**src/rtl/fft_pkg.sv**
```systemverilog
// fft_pkg
// Shared definitions for the iterative FFT sequencing controller:
// FSM state encoding and a constant-evaluable ceil(log2) helper used to
// size counters from the core-level parameters.
package fft_pkg;

    typedef enum logic [1:0] {
        ST_IDLE  = 2'd0,
        ST_RUN   = 2'd1,
        ST_DRAIN = 2'd2,
        ST_FIN   = 2'd3
    } fsm_state_t;

    // Smallest r with 2^r >= v (returns 0 for v <= 1).
    function automatic int clog2(input int v);
        int r;
        r = 0;
        while ((1 << r) < v) r++;
        return r;
    endfunction

endpackage

```
**src/rtl/fft_iter_ctrl_if.sv**
```systemverilog
// fft_iter_ctrl_if
// Host handshake plus datapath-facing strobes/addresses of the FFT
// sequencing controller.
//   master : host / datapath side (drives start, hold)
//   slave  : controller side (drives everything else)
interface fft_iter_ctrl_if #(
    parameter int LOGN = 5
);
    logic            start;
    logic            hold;
    logic            busy;
    logic            done;
    logic            rd_en;
    logic [LOGN-1:0] addr_a;
    logic [LOGN-1:0] addr_b;
    logic            we;
    logic [LOGN-1:0] waddr_a;
    logic [LOGN-1:0] waddr_b;
    logic            w_clr;
    logic            w_en;
    logic            w_lay_en;

    modport master (
        output start, hold,
        input  busy, done, rd_en, addr_a, addr_b, we, waddr_a, waddr_b,
               w_clr, w_en, w_lay_en
    );

    modport slave (
        input  start, hold,
        output busy, done, rd_en, addr_a, addr_b, we, waddr_a, waddr_b,
               w_clr, w_en, w_lay_en
    );
endinterface

```
**src/rtl/fft_wr_delay.sv**
```systemverilog
// fft_wr_delay
// Fixed-depth shift pipeline that re-times the operand read
// {valid, addr_a, addr_b} into the write-back slot DEPTH cycles later.
//   i_clk, i_rst_n : clock, async active-low reset (flushes the pipe)
//   i_d            : {rd_en, addr_a, addr_b} of the current cycle
//   o_q            : same word delayed by exactly DEPTH cycles
module fft_wr_delay #(
    parameter int W     = 11,
    parameter int DEPTH = 3
) (
    input  logic         i_clk,
    input  logic         i_rst_n,
    input  logic [W-1:0] i_d,
    output logic [W-1:0] o_q
);
    logic [W-1:0] r_pipe [DEPTH];

    always_ff @(posedge i_clk or negedge i_rst_n) begin
        if (!i_rst_n) begin
            for (int i = 0; i < DEPTH; i++) r_pipe[i] <= '0;
        end else begin
            r_pipe[0] <= i_d;
            for (int i = 1; i < DEPTH; i++) r_pipe[i] <= r_pipe[i-1];
        end
    end

    assign o_q = r_pipe[DEPTH-1];
endmodule

```
**src/rtl/fft_iter_ctrl.sv**
```systemverilog
// fft_iter_ctrl
// Sequencer for an in-place iterative radix-2 DIF FFT. Walks LOGN stages
// of N/2 butterflies, issuing operand read addresses, twiddle generator
// strobes and BF_LAT-delayed write-back addresses.
//   i_clk, i_rst_n : clock, async active-low reset
//   ctrl_if        : start/hold in; busy/done, read/write addresses and
//                    strobes, twiddle clear/advance/stage-advance out
//
//   state    | meaning
//   ---------+-----------------------------------------------------------
//   ST_IDLE  | waiting for start; the accepting edge also issues (s=0,k=0)
//   ST_RUN   | one butterfly per cycle unless hold; last k moves to DRAIN
//   ST_DRAIN | BF_LAT idle cycles so stage writes land before next reads
//   ST_FIN   | raise done for one cycle, back to IDLE
module fft_iter_ctrl
    import fft_pkg::*;
#(
    parameter int LOGN   = 5,
    parameter int BF_LAT = 3
) (
    input  logic          i_clk,
    input  logic          i_rst_n,
    fft_iter_ctrl_if.slave ctrl_if
);
    localparam int S_W = clog2(LOGN);
    localparam int K_W = LOGN - 1;
    localparam int D_W = clog2(BF_LAT + 1);
    localparam logic [S_W-1:0] S_LAST = S_W'(LOGN - 1);
    localparam logic [K_W-1:0] K_LAST = '1;
    localparam logic [D_W-1:0] D_LOAD = D_W'(BF_LAT - 1);

    fsm_state_t      r_state;
    logic [S_W-1:0]  r_s;
    logic [K_W-1:0]  r_k;
    logic [D_W-1:0]  r_drain_cnt;
    logic            r_rd_en;
    logic [LOGN-1:0] r_addr_a;
    logic [LOGN-1:0] r_addr_b;
    logic            r_w_clr;
    logic            r_w_lay_en;
    logic            r_busy;
    logic            r_done;

    // Insert a 0 at bit p = LOGN-1-s of k: bits below p stay, bits at and
    // above p move up by one. The lower leg is the same address with bit p set.
    logic [S_W-1:0]  w_p;
    logic [LOGN-1:0] w_k_ext;
    logic [LOGN-1:0] w_lo_mask;
    logic [LOGN-1:0] w_addr_a;
    logic [LOGN-1:0] w_addr_b;

    assign w_p       = S_LAST - r_s;
    assign w_k_ext   = {1'b0, r_k};
    assign w_lo_mask = (LOGN'(1) << w_p) - LOGN'(1);
    assign w_addr_a  = ((w_k_ext & ~w_lo_mask) << 1) | (w_k_ext & w_lo_mask);
    assign w_addr_b  = w_addr_a | (LOGN'(1) << w_p);

    always_ff @(posedge i_clk or negedge i_rst_n) begin
        if (!i_rst_n) begin
            r_state     <= ST_IDLE;
            r_s         <= '0;
            r_k         <= '0;
            r_drain_cnt <= '0;
            r_rd_en     <= 1'b0;
            r_addr_a    <= '0;
            r_addr_b    <= '0;
            r_w_clr     <= 1'b0;
            r_w_lay_en  <= 1'b0;
            r_busy      <= 1'b0;
            r_done      <= 1'b0;
        end else begin
            r_rd_en    <= 1'b0;
            r_w_clr    <= 1'b0;
            r_w_lay_en <= 1'b0;
            case (r_state)
                ST_IDLE: begin
                    r_done <= 1'b0;
                    if (ctrl_if.start) begin
                        r_state  <= ST_RUN;
                        r_w_clr  <= 1'b1;
                        r_busy   <= 1'b1;
                        r_rd_en  <= 1'b1;
                        r_addr_a <= w_addr_a;
                        r_addr_b <= w_addr_b;
                        r_k      <= r_k + K_W'(1);
                    end
                end
                ST_RUN: begin
                    if (!ctrl_if.hold) begin
                        r_rd_en  <= 1'b1;
                        r_addr_a <= w_addr_a;
                        r_addr_b <= w_addr_b;
                        r_k      <= r_k + K_W'(1);
                        if (r_k == K_LAST) begin
                            r_w_lay_en  <= 1'b1;
                            r_drain_cnt <= D_LOAD;
                            r_state     <= ST_DRAIN;
                        end
                    end
                end
                ST_DRAIN: begin
                    if (r_drain_cnt == '0) begin
                        if (r_s == S_LAST) begin
                            r_s     <= '0;
                            r_state <= ST_FIN;
                        end else begin
                            r_s     <= r_s + S_W'(1);
                            r_state <= ST_RUN;
                        end
                    end else begin
                        r_drain_cnt <= r_drain_cnt - D_W'(1);
                    end
                end
                ST_FIN: begin
                    r_busy  <= 1'b0;
                    r_done  <= 1'b1;
                    r_state <= ST_IDLE;
                end
                default: r_state <= ST_IDLE;
            endcase
        end
    end

    logic [2*LOGN:0] w_wr_in;
    logic [2*LOGN:0] w_wr_out;

    assign w_wr_in = {r_rd_en, r_addr_a, r_addr_b};

    fft_wr_delay #(
        .W     (2*LOGN + 1),
        .DEPTH (BF_LAT)
    ) u_wr_delay (
        .i_clk   (i_clk),
        .i_rst_n (i_rst_n),
        .i_d     (w_wr_in),
        .o_q     (w_wr_out)
    );

    assign ctrl_if.busy     = r_busy;
    assign ctrl_if.done     = r_done;
    assign ctrl_if.rd_en    = r_rd_en;
    assign ctrl_if.addr_a   = r_addr_a;
    assign ctrl_if.addr_b   = r_addr_b;
    assign ctrl_if.w_clr    = r_w_clr;
    assign ctrl_if.w_en     = r_rd_en;
    assign ctrl_if.w_lay_en = r_w_lay_en;
    assign ctrl_if.we       = w_wr_out[2*LOGN];
    assign ctrl_if.waddr_a  = w_wr_out[2*LOGN-1:LOGN];
    assign ctrl_if.waddr_b  = w_wr_out[LOGN-1:0];
endmodule

```
**src/flat_wrapper.sv**
```systemverilog
// flat-port wrapper written by rule: the top's interface ports become plain ports
module fft_iter_ctrl_flat import fft_pkg::*;
#(
    parameter int LOGN   = 5,
    parameter int BF_LAT = 3
)
  (i_clk, i_rst_n, ctrl_if_start, ctrl_if_hold, ctrl_if_busy, ctrl_if_done, ctrl_if_rd_en, ctrl_if_addr_a, ctrl_if_addr_b, ctrl_if_we, ctrl_if_waddr_a, ctrl_if_waddr_b, ctrl_if_w_clr, ctrl_if_w_en, ctrl_if_w_lay_en);
  fft_iter_ctrl_if #(.LOGN(LOGN)) ctrl_if_i ();
  input  logic i_clk;
  input  logic i_rst_n;
  input wire logic [$bits(ctrl_if_i.start)-1:0] ctrl_if_start;
  input wire logic [$bits(ctrl_if_i.hold)-1:0] ctrl_if_hold;
  output wire logic [$bits(ctrl_if_i.busy)-1:0] ctrl_if_busy;
  output wire logic [$bits(ctrl_if_i.done)-1:0] ctrl_if_done;
  output wire logic [$bits(ctrl_if_i.rd_en)-1:0] ctrl_if_rd_en;
  output wire logic [$bits(ctrl_if_i.addr_a)-1:0] ctrl_if_addr_a;
  output wire logic [$bits(ctrl_if_i.addr_b)-1:0] ctrl_if_addr_b;
  output wire logic [$bits(ctrl_if_i.we)-1:0] ctrl_if_we;
  output wire logic [$bits(ctrl_if_i.waddr_a)-1:0] ctrl_if_waddr_a;
  output wire logic [$bits(ctrl_if_i.waddr_b)-1:0] ctrl_if_waddr_b;
  output wire logic [$bits(ctrl_if_i.w_clr)-1:0] ctrl_if_w_clr;
  output wire logic [$bits(ctrl_if_i.w_en)-1:0] ctrl_if_w_en;
  output wire logic [$bits(ctrl_if_i.w_lay_en)-1:0] ctrl_if_w_lay_en;
  assign ctrl_if_i.start = ctrl_if_start;
  assign ctrl_if_i.hold = ctrl_if_hold;
  assign ctrl_if_busy = ctrl_if_i.busy;
  assign ctrl_if_done = ctrl_if_i.done;
  assign ctrl_if_rd_en = ctrl_if_i.rd_en;
  assign ctrl_if_addr_a = ctrl_if_i.addr_a;
  assign ctrl_if_addr_b = ctrl_if_i.addr_b;
  assign ctrl_if_we = ctrl_if_i.we;
  assign ctrl_if_waddr_a = ctrl_if_i.waddr_a;
  assign ctrl_if_waddr_b = ctrl_if_i.waddr_b;
  assign ctrl_if_w_clr = ctrl_if_i.w_clr;
  assign ctrl_if_w_en = ctrl_if_i.w_en;
  assign ctrl_if_w_lay_en = ctrl_if_i.w_lay_en;
  fft_iter_ctrl #(.LOGN(LOGN), .BF_LAT(BF_LAT)) u_core (.i_clk(i_clk), .i_rst_n(i_rst_n), .ctrl_if(ctrl_if_i));
endmodule
```
**config.mk**
```make
export PLATFORM = sky130hd
export DESIGN_NAME = fft_iter_ctrl_flat
export DESIGN_NICKNAME = d
export VERILOG_FILES = /design/src/rtl/fft_pkg.sv /design/src/rtl/fft_iter_ctrl_if.sv /design/src/rtl/fft_wr_delay.sv /design/src/rtl/fft_iter_ctrl.sv /design/src/flat_wrapper.sv
export SDC_FILE = /design/constraint.sdc
export NUM_CORES = 1
export LEC_CHECK = 0
export BUFFER_PORTS_ARGS = -buffer_cell sky130_fd_sc_hd__buf_2
export CAP_MARGIN = 10
export CORE_MARGIN = 4
export CORE_UTILIZATION = 56
export DETAILED_ROUTE_END_ITERATION = 7
export PLACE_DENSITY_LB_ADDON = 0.2
export SLEW_MARGIN = 20
export SYNTH_ARGS = -nofsm -noshare
export SYNTH_HDL_FRONTEND = slang
export SYNTH_SLANG_ARGS = --single-unit
```
**constraint.sdc**
```tcl
create_clock -name i_clk -period 2.2 [get_ports i_clk]
set_input_delay 0.55 -clock i_clk [delete_from_list [all_inputs] [get_ports i_clk]]
set_output_delay 0.55 -clock i_clk [all_outputs]
set_load 0.05 [all_outputs]
```
==> out/metrics.yaml, run 1 <==
placed_design:
  port-buffer-count: 30
  place.detailed.hpwl_um: 2760
  globalplace.congestion: 0.861
cells_and_area:
  layout.nets: 234
  syn_to_final_growth_pct: 14.5
  commonest_cells_after_routing_fill_and_taps_aside: "sky130_fd_sc_hd__dfrtp_1, sky130_fd_sc_hd__buf_2, sky130_fd_sc_hd__ha_1, sky130_fd_sc_hd__inv_1, sky130_fd_sc_hd__nor2_1"
  layout-drive-gt1-share: 0.259
  antenna_cells_inserted: 0
  layout_commonest_cell: "sky130_fd_sc_hd__dfrtp_1"
die:
  placementRows: 23
  die-height_um: 72.8
  core-area_um2: 4030
  ioPinCount: 31
  fp.dieArea_um2: 5290
  die-width_um: 72.8
  initial_utilization: 0.583
sta:
  period_minus_slack_ns: 2.09
  grt_setup_unrepaired: "false"
  worst_slew_margin_rel: 0.643
  worst-slew-pin-transition_ns: 0.535
  timing.setup.tns_ns: 0
  fmax_ghz: 0.479
  timing.final.max_slew_violations: 0
  finalSetupViolCount: 0
  portion_of_the_clock_cycle_consumed_by_the_worst_path_in_the_final_layout: 0.948
  worst_clock_skew_ns: 0.00639
  timing.final.hold_violations: 0
worst_setup_path:
  cp_cell_sequence: "inv_1 -> ha_1 -> ha_1 -> nand2_1 -> ha_1 -> inv_1 -> a22oi_1 -> a31oi_1"
  critical_path_class: "reg -> reg"
  most_frequent_cell_on_critical_path: "sky130_fd_sc_hd__ha_1"
  setup_crit_end_kind: "register"
  setup.worst_path.start: "u_core.r_s[0]$_DFFE_PN0P_"
  timing.critical_path.arrival_ns: 2.28
  critical_path.reg2reg.startpoint: "u_core.r_s[0]$_DFFE_PN0P_"
  critical_path.startpoint_type: "register"
  slowest_stage: "sky130_fd_sc_hd__dfrtp_1"
  path_buf_inv: 2
  critical_path.max_fanout: 6
  cp_data_required_time_ns: 2.39
  crit_family: "adder cells"
  critPathMaxStageDelay_ns: 0.44
drt:
  first_pass_iters: 5
  vias: 1404
  routedWlPerCell_um: 14.2
  route.antenna.remaining_nets: 0
  totalWireLength_um: 3830
  detailed_route_iter0_violations: 117
  routed_via_density: 5.20
  drcViolationCount: 0
logic_synthesis:
  synth_top_area_frac: 0.629
  synth_cell_types: 42
  syn-mean-instance-area_um2: 12.8
  portion_of_the_post_synthesis_area_used_by_sequential_elements: 0.629
  postSynthNetCount: 203
  ys_dominant_reg_cell: "sky130_fd_sc_hd__dfrtp_1"
  async_flop_share: 1.00
  post_synth_instance_area_um2: 2350
  synth_area_leader_cell: "sky130_fd_sc_hd__dfrtp_1"
  synth_enable_flop_cells: 0
  syn-instance-count: 184
  ys_top_cells_by_area: "sky130_fd_sc_hd__dfrtp_1, sky130_fd_sc_hd__ha_1, sky130_fd_sc_hd__buf_4, sky130_fd_sc_hd__inv_1, sky130_fd_sc_hd__nor2_1"
  synth_warnings: 0
  ys_ff_latch: 59
job:
  timing.max_cap.violations: 0
global_routing:
  groute.usage.overall: 0.167
  grt_pass1_vias: 1420
  largest_net_degree_at_the_start_of_global_routing: 38
  grt_overflow_total: 0
  grt_antenna_before_repair: 0
  grt_pass1_wl_um: 6490
cts:
  clock_transition_at_the_register_clock_pins_on_the_worst_setup_and_hold_paths_after_cts_ns: 0.07
  cell_at_the_root_of_the_clock_tree: "sky130_fd_sc_hd__clkbuf_8"
  cts.repair_timing.setup_buffer_count: 0
  cts.repair.resized: 0
  clock_tree_from_tritoncts: "yes"
  clock_sinks: 59
  htree_levels: 3
  clockBufferDepth: 2
  tritoncts.num_buffers: 9
  clock_latency_ns: 0.33
  holdBufCountCts: 0
run_status:
  run_status: "complete, no violations"
worst_hold_path:
  worstHoldPathType: "in -> async"
-- through the flow --
step | setup slack [ns] | util | std cells | hold WS [ns] | cell area, um2
floorplan | 0.358 | - | 184 | 0.254 | 2350
global placement | 0.282 | 0.620 | 254 | 0.331 | 2500
detailed placement | 0.178 | 0.620 | 254 | 0.336 | 2500
CTS | 0.115 | 0.668 | 270 | 0.200 | 2690
global route | 0.00753 | 0.668 | 270 | 0.220 | 2690
finish | 0.114 | 0.668 | 270 | 0.200 | 2690
-- synthesized netlist by cell type, types with 2 or more instances --
| cell type | instances |
|---|---|
| sky130_fd_sc_hd__a22oi_1 | 2 |
| sky130_fd_sc_hd__buf_4 | 11 |
| sky130_fd_sc_hd__nand2_1 | 11 |
| sky130_fd_sc_hd__nand2b_1 | 2 |
| sky130_fd_sc_hd__o21ai_0 | 3 |
| sky130_fd_sc_hd__nor2_1 | 14 |
| sky130_fd_sc_hd__and3_1 | 2 |
| sky130_fd_sc_hd__xnor2_1 | 2 |
| sky130_fd_sc_hd__mux2i_1 | 3 |
| sky130_fd_sc_hd__mux2_2 | 2 |
| sky130_fd_sc_hd__nand3_1 | 3 |
| sky130_fd_sc_hd__inv_1 | 14 |
| sky130_fd_sc_hd__xor2_1 | 2 |
| sky130_fd_sc_hd__dfrtp_1 | 59 |
| sky130_fd_sc_hd__o21ai_1 | 3 |
| sky130_fd_sc_hd__a31oi_1 | 3 |
| sky130_fd_sc_hd__and2_1 | 2 |
| sky130_fd_sc_hd__ha_1 | 15 |
| sky130_fd_sc_hd__nand4_1 | 2 |
| sky130_fd_sc_hd__a21oi_1 | 7 |
-- final cells by class --
type	instances	area [um2]
Inverter	14	52.6
Sequential cell	59	1480
Tap cell	50	62.6
Clock inverter	7	68.8
Timing Repair Buffer	33	185
Clock buffer	9	124
Multi-Input combinational cell	98	721
Fill cell	310	1340
-- cells by family after synthesis --
group | Yosys count | synth area share
adders and majority gates | 15 | 0.0799
and+or+nand+nor | 44 | 0.0970
buffers and inverters | 27 | 0.0645
DFF | 59 | 0.629
xor gates and xnor gates | 4 | 0.0149
AOI/OAI and AO/OA | 29 | 0.0879
muxes | 6 | 0.0272
-- worst paths after layout --
path | end | slack (ns) | cells after the start
min | u_core.u_wr_delay.o_q[10]$_DFF_PN0_ | 0.20 | 1
max in group asynchronous | u_core.u_wr_delay.r_pipe[25]$_DFF_PN0_ | 1.43 | 2
max | u_core.ctrl_if.addr_b[1]$_DFFE_PN0P_ | 0.11 | 8
min in group i_clk | u_core.u_wr_delay.r_pipe[14]$_DFF_PN0_ | 0.34 | 0
min reg2reg | u_core.u_wr_delay.r_pipe[14]$_DFF_PN0_ | 0.34 | 0
max reg2reg | u_core.ctrl_if.addr_b[1]$_DFFE_PN0P_ | 0.11 | 8
-- layer usage --
metal / up-vias / global-route usage / wire, um
li1: 664 / - / -
met3: 7 / 0.0689 / 223
met2: 43 / 0.267 / 1880
met4: 0 / 0.0840 / 75
met1: 690 / 0.194 / 1650
met5: - / 0 / 0
-- state kept, by name, indices dropped and copies added, names as in the netlist --
register and count:
u_core.ctrl_if.addr_b 5, u_core.ctrl_if.w_clr 1, u_core.u_wr_delay.o_q 11, u_core.r_state 2
u_core.ctrl_if.busy 1, u_core.ctrl_if.rd_en 1, u_core.r_k 4, u_core.r_drain_cnt 2
u_core.ctrl_if.w_lay_en 1, u_core.ctrl_if.done 1, u_core.ctrl_if.addr_a 5, u_core.r_s 3
u_core.u_wr_delay.r_pipe 22
Power of run 1 is not shown: default switching activity piles up to over one toggle a cycle in this logic, so the estimate is an artifact.
==> run 2: changes to the inputs <==
--- a/config.mk
+++ b/config.mk
@@ -8,7 +8,7 @@
 export BUFFER_PORTS_ARGS = -buffer_cell sky130_fd_sc_hd__buf_2
 export CAP_MARGIN = 10
 export CORE_MARGIN = 4
-export CORE_UTILIZATION = 56
+export CORE_UTILIZATION = 51
 export DETAILED_ROUTE_END_ITERATION = 7
 export PLACE_DENSITY_LB_ADDON = 0.2
 export SLEW_MARGIN = 20
==> constraint.sdc (replaced) <==
create_clock -name i_clk -period 1.8 [get_ports i_clk]
set_input_delay 0.45 -clock i_clk [delete_from_list [all_inputs] [get_ports i_clk]]
set_output_delay 0.45 -clock i_clk [all_outputs]
set_load 0.05 [all_outputs]
==> run 2 against run 1 <==
  * Register-to-register slack got worse by 0.03 ns
  * Critical path type unchanged
  * Clock skew fell by 0.0018 ns
  * Worst hold slack got worse by 0.12 ns
  * Utilization fell by 2.6 points
  * Cell count rose by 4.8%
  * Fmax rose by 21%
  * Critical endpoint unchanged
==> out/metrics.yaml, run 2 (same netlist as run 1, synthesis figures left out) <==
run_status:
  run_status: "complete, no violations"
cts:
  holdBufCountCts: 0
  clock_transition_at_the_register_clock_pins_on_the_worst_setup_and_hold_paths_after_cts_ns: 0.06
  clock_sinks: 59
  clock_latency_ns: 0.33
  clock_tree_from_tritoncts: "yes"
  tritoncts.num_buffers: 9
  clockBufferDepth: 2
  cell_at_the_root_of_the_clock_tree: "sky130_fd_sc_hd__clkbuf_8"
  htree_levels: 3
sta:
  worst_slew_margin_rel: 0.669
  timing.final.hold_violations: 0
  fmax_ghz: 0.581
  worst-slew-pin-transition_ns: 0.496
  finalSetupViolCount: 0
  portion_of_the_clock_cycle_consumed_by_the_worst_path_in_the_final_layout: 0.956
  timing.final.max_slew_violations: 0
  period_minus_slack_ns: 1.72
  worst_clock_skew_ns: 0.00457
worst_setup_path:
  cp_data_required_time_ns: 2.00
  cp_cell_sequence: "inv_1 -> ha_4 -> ha_4 -> nand2_2 -> ha_4 -> inv_1 -> a22oi_2 -> a31oi_1"
  crit_family: "adder cells"
  critPathMaxStageDelay_ns: 0.35
  setup_crit_end_kind: "register"
  slowest_stage: "sky130_fd_sc_hd__dfrtp_1"
  critical_path.max_fanout: 5
  critical_path_class: "reg -> reg"
  timing.critical_path.arrival_ns: 1.92
  most_frequent_cell_on_critical_path: "sky130_fd_sc_hd__ha_4"
  path_buf_inv: 2
  critical_path.startpoint_type: "register"
drt:
  routedWlPerCell_um: 13.5
  routed_via_density: 5.07
  totalWireLength_um: 3830
  vias: 1435
  route.antenna.remaining_nets: 0
  first_pass_iters: 4
  drcViolationCount: 0
  detailed_route_iter0_violations: 63
placed_design:
  globalplace.congestion: 0.821
  port-buffer-count: 30
  place.detailed.hpwl_um: 2690
  dp_area_um2: 2570
cells_and_area:
  final_area_um2: 2830
  commonest_cells_after_routing_fill_and_taps_aside: "sky130_fd_sc_hd__dfrtp_1, sky130_fd_sc_hd__buf_2, sky130_fd_sc_hd__nor2_1, sky130_fd_sc_hd__inv_1, sky130_fd_sc_hd__buf_4"
  layout.nets: 245
  syn_to_final_growth_pct: 20.6
  layout-drive-gt1-share: 0.325
  largest-register: "u_core.u_wr_delay.r_pipe"
  antenna_cells_inserted: 0
  largest_register_ff_count: 22
  layout_commonest_cell: "sky130_fd_sc_hd__dfrtp_1"
global_routing:
  grt_pass1_wl_um: 6480
  grt_overflow_total: 0
  grt_antenna_before_repair: 0
  groute.usage.overall: 0.159
  grt_pass1_vias: 1473
  largest_net_degree_at_the_start_of_global_routing: 39
die:
  ioPinCount: 31
  placementRows: 24
  fp.dieArea_um2: 5750
  die-width_um: 75.9
  core-area_um2: 4410
  die-height_um: 75.9
  initial_utilization: 0.532
job:
  timing.max_cap.violations: 0
worst_hold_path:
  worstHoldPathType: "in -> async"
==> run 2: cell type report <==
class,instances,area [um2]
clock inverters,5,52.6
fillers,362,1580
inverters,14,52.6
clock buffers,11,141
well taps,52,65.1
multi-input cells,98,777
repair buffers,44,268
flip-flops and latches,59,1480
==> run 2: path summary, 6_finish.rpt <==
| path | from | to | slack (ns) | cells after the start |
|---|---|---|---|---|
| max in group asynchronous | i_rst_n | u_core.ctrl_if.addr_a[4]$_DFFE_PN0P_ | 1.16 | 2 |
| setup reg to reg | u_core.r_s[1]$_DFFE_PN0P_ | u_core.ctrl_if.addr_b[1]$_DFFE_PN0P_ | 0.08 | 8 |
| hold / removal | i_rst_n | u_core.r_k[0]$_DFFE_PN0P_ | 0.08 | 1 |
| hold reg to reg | u_core.u_wr_delay.r_pipe[19]$_DFF_PN0_ | u_core.u_wr_delay.o_q[8]$_DFF_PN0_ | 0.35 | 0 |
| min in group i_clk | ctrl_if_hold | u_core.ctrl_if.rd_en$_DFF_PN0_ | 0.33 | 2 |
| setup / recovery | u_core.r_s[1]$_DFFE_PN0P_ | u_core.ctrl_if.addr_b[1]$_DFFE_PN0P_ | 0.08 | 8 |
==> run 2: repair_timing <==
action                                  4_1_cts  5_1_grt
pin swaps                                     2        2
buffers inserted                              2        2
gates resized for setup                       1        7
endpoints found under the setup margin        5        7
==> run 2: per-layer routing <==
layer	wire, um	global-route usage
met1	1580	0.180
met2	1920	0.248
met3	224	0.0475
met4	111	0.124
met5	0	0
==> run 2: per-stage QoR <==
| stage | setup TNS, ns | utilization | std cells | setup slack [ns] | hold slack (ns) |
|---|---|---|---|---|---|
| after floorplan | 0 | - | 184 | 0.0432 | 0.154 |
| after global placement | 0 | 0.582 | 263 | 0.0849 | 0.331 |
| after detailed placement | -0.0241 | 0.582 | 263 | -0.0146 | 0.335 |
| after CTS | -0.0128 | 0.630 | 281 | -0.0128 | 0.0810 |
| after global routing | -0.0128 | 0.642 | 283 | -0.00798 | 0.105 |
| final | 0 | 0.642 | 283 | 0.0794 | 0.0820 |
Power of run 2 is left out for the same reason.
==> run 3: changes to the inputs <==
--- a/config.mk
+++ b/config.mk
@@ -8,7 +8,7 @@
 export BUFFER_PORTS_ARGS = -buffer_cell sky130_fd_sc_hd__buf_2
 export CAP_MARGIN = 10
 export CORE_MARGIN = 4
-export CORE_UTILIZATION = 51
+export CORE_UTILIZATION = 56
 export DETAILED_ROUTE_END_ITERATION = 7
 export PLACE_DENSITY_LB_ADDON = 0.2
 export SLEW_MARGIN = 20
==> constraint.sdc (replaced) <==
create_clock -name i_clk -period 1.72 [get_ports i_clk]
set_input_delay 0.43 -clock i_clk [delete_from_list [all_inputs] [get_ports i_clk]]
set_output_delay 0.43 -clock i_clk [all_outputs]
set_load 0.05 [all_outputs]
==> run 3 against run 2 <==
  * Register-to-register slack worse by 0.07 ns
  * Worst hold slack got worse by 0.065 ns
  * Global-route usage is 2.7 points higher
  * Via count is 2.2% higher
  * Sequential share of layout area is 2.0 points lower
  * First-iteration DRC count increased by 56%
  * Critical endpoint is now u_core.ctrl_if.addr_a[2]$_DFFE_PN0P_
  * Largest cell class unchanged
  * Highest routed layer unchanged
==> out/metrics.yaml, run 3 (same netlist as run 1, synthesis figures left out) <==
cts:
  clock_latency_ns: 0.33
  cell_at_the_root_of_the_clock_tree: "sky130_fd_sc_hd__clkbuf_8"
  htree_levels: 3
  holdBufCountCts: 0
  clockBufferDepth: 2
  clock_transition_at_the_register_clock_pins_on_the_worst_setup_and_hold_paths_after_cts_ns: 0.06
  clock_sinks: 59
  clock_tree_from_tritoncts: "yes"
  tritoncts.num_buffers: 9
drt:
  route.antenna.remaining_nets: 0
  detailed_route_iter0_violations: 98
  drcViolationCount: 0
  first_pass_iters: 5
  totalWireLength_um: 4440
  routedWlPerCell_um: 15.6
  routed_via_density: 5.16
  vias: 1466
global_routing:
  grt_pass1_wl_um: 7250
  groute.usage.overall: 0.186
  grt_pass1_vias: 1580
  largest_net_degree_at_the_start_of_global_routing: 36
  grt_overflow_total: 0
  grt_antenna_before_repair: 0
placed_design:
  place.detailed.hpwl_um: 2890
  dp_area_um2: 2590
  globalplace.congestion: 0.798
  port-buffer-count: 30
worst_hold_path:
  worstHoldPathType: "in -> async"
cells_and_area:
  commonest_cells_after_routing_fill_and_taps_aside: "sky130_fd_sc_hd__dfrtp_1, sky130_fd_sc_hd__buf_2, sky130_fd_sc_hd__buf_4, sky130_fd_sc_hd__nor2_1, sky130_fd_sc_hd__clkbuf_8"
  antenna_cells_inserted: 0
  layout_commonest_cell: "sky130_fd_sc_hd__dfrtp_1"
  layout.nets: 250
  final_area_um2: 2950
  fillCellCount: 279
  syn_to_final_growth_pct: 25.5
  layout-drive-gt1-share: 0.368
  largest_register_ff_count: 22
  largest-register: "u_core.u_wr_delay.r_pipe"
  layout.core_utilization: 0.731
die:
  die-height_um: 72.8
  placementRows: 23
  core-area_um2: 4030
  ioPinCount: 31
  die-width_um: 72.8
  initial_utilization: 0.583
  fp.dieArea_um2: 5290
sta:
  timing.final.hold_violations: 0
  timing.setup.tns_ns: 0
  period_minus_slack_ns: 1.71
  worst-slew-pin-transition_ns: 0.385
  portion_of_the_clock_cycle_consumed_by_the_worst_path_in_the_final_layout: 0.996
  worst_clock_skew_ns: 0.00722
  grt_setup_unrepaired: "true"
  timing.final.max_slew_violations: 0
  finalSetupViolCount: 0
  fmax_ghz: 0.584
  worst_slew_margin_rel: 0.744
worst_setup_path:
  most_frequent_cell_on_critical_path: "sky130_fd_sc_hd__ha_4"
  setup_crit_end_kind: "register"
  cp_cell_sequence: "inv_2 -> ha_4 -> ha_4 -> nand2_4 -> ha_4 -> xor2_2 -> o211ai_1 -> o21a_1"
  critPathMaxStageDelay_ns: 0.37
  critical_path.startpoint_type: "register"
  cp_data_required_time_ns: 1.99
  slowest_stage: "sky130_fd_sc_hd__dfrtp_1"
  critical_path_class: "reg -> reg"
  critical_path.max_fanout: 5
  timing.critical_path.arrival_ns: 1.98
run_status:
  run_status: "complete, no violations"
job:
  timing.max_cap.violations: 0
## run 3: cell types whose count changed in the layout (fill, tap and decap cells not counted), sizes merged
cell / change
clkbuf: +1
clkinvlp: -1
bufbuf: +1
clkinv: -2
buf: +4
## run 3: per-layer routing
layer | share of wire | vias up | GRT usage
met5 | 0 | - | 0
met4 | 0.031 | 0 | 0.109
met3 | 0.050 | 16 | 0.0579
met2 | 0.52 | 39 | 0.314
met1 | 0.40 | 718 | 0.206
li1 | - | 693 | -
## run 3: cell type report
type	instances	area [um2]	share of cell area
Sequential cell	59	1480	0.501
Multi-Input combinational cell	98	808	0.274
Timing Repair Buffer	49	347	0.118
Clock buffer	12	165	0.0561
Tap cell	50	62.6	0.0212
Inverter	14	52.6	0.0178
Clock inverter	2	35.0	0.0119
## run 3: stage by stage
stage	worst slack, ns	cells	hold slack, ns
final	0.00727	284	0.0174
after global routing	-0.0471	284	0.0319
after CTS	0.0292	281	0.0152
after detailed placement	-0.0506	262	0.335
after global placement	0.0324	262	0.332
after floorplan	-0.00866	184	0.134
## run 3: repair_timing
action,4_1_cts,5_1_grt
buffers inserted,4,3
endpoints found under the setup margin,7,11
gates cloned,1,0
gates resized for setup,8,10
hold endpoints to repair,0,0
pin swaps,5,10
## run 3: critical path: cells and delay by family, from the launching register on
| family | cells | cell delay (ns) |
|---|---|---|
| buffers and inverters | 1 | 0.06 |
| DFF | 1 | 0.37 |
| adders and majority gates | 3 | 0.65 |
| AOI/OAI and AO/OA | 2 | 0.32 |
| and+or+nand+nor | 1 | 0.06 |
| xor gates and xnor gates | 1 | 0.19 |
## run 3: path summary, 6_finish.rpt
check | start | end | slack, ns | cells after the start
setup / recovery | u_core.r_s[0]$_DFFE_PN0P_ | u_core.ctrl_if.addr_a[2]$_DFFE_PN0P_ | 0.007 | 8
hold reg to reg | u_core.u_wr_delay.r_pipe[23]$_DFF_PN0_ | u_core.u_wr_delay.r_pipe[12]$_DFF_PN0_ | 0.35 | 0
min in group i_clk | ctrl_if_hold | u_core.ctrl_if.rd_en$_DFF_PN0_ | 0.31 | 2
setup reg to reg | u_core.r_s[0]$_DFFE_PN0P_ | u_core.ctrl_if.addr_a[2]$_DFFE_PN0P_ | 0.007 | 8
hold / removal | i_rst_n | u_core.r_k[1]$_DFFE_PN0P_ | 0.02 | 1
max in group asynchronous | i_rst_n | u_core.u_wr_delay.r_pipe[19]$_DFF_PN0_ | 1.21 | 2
Power of run 3 is left out for the same reason.
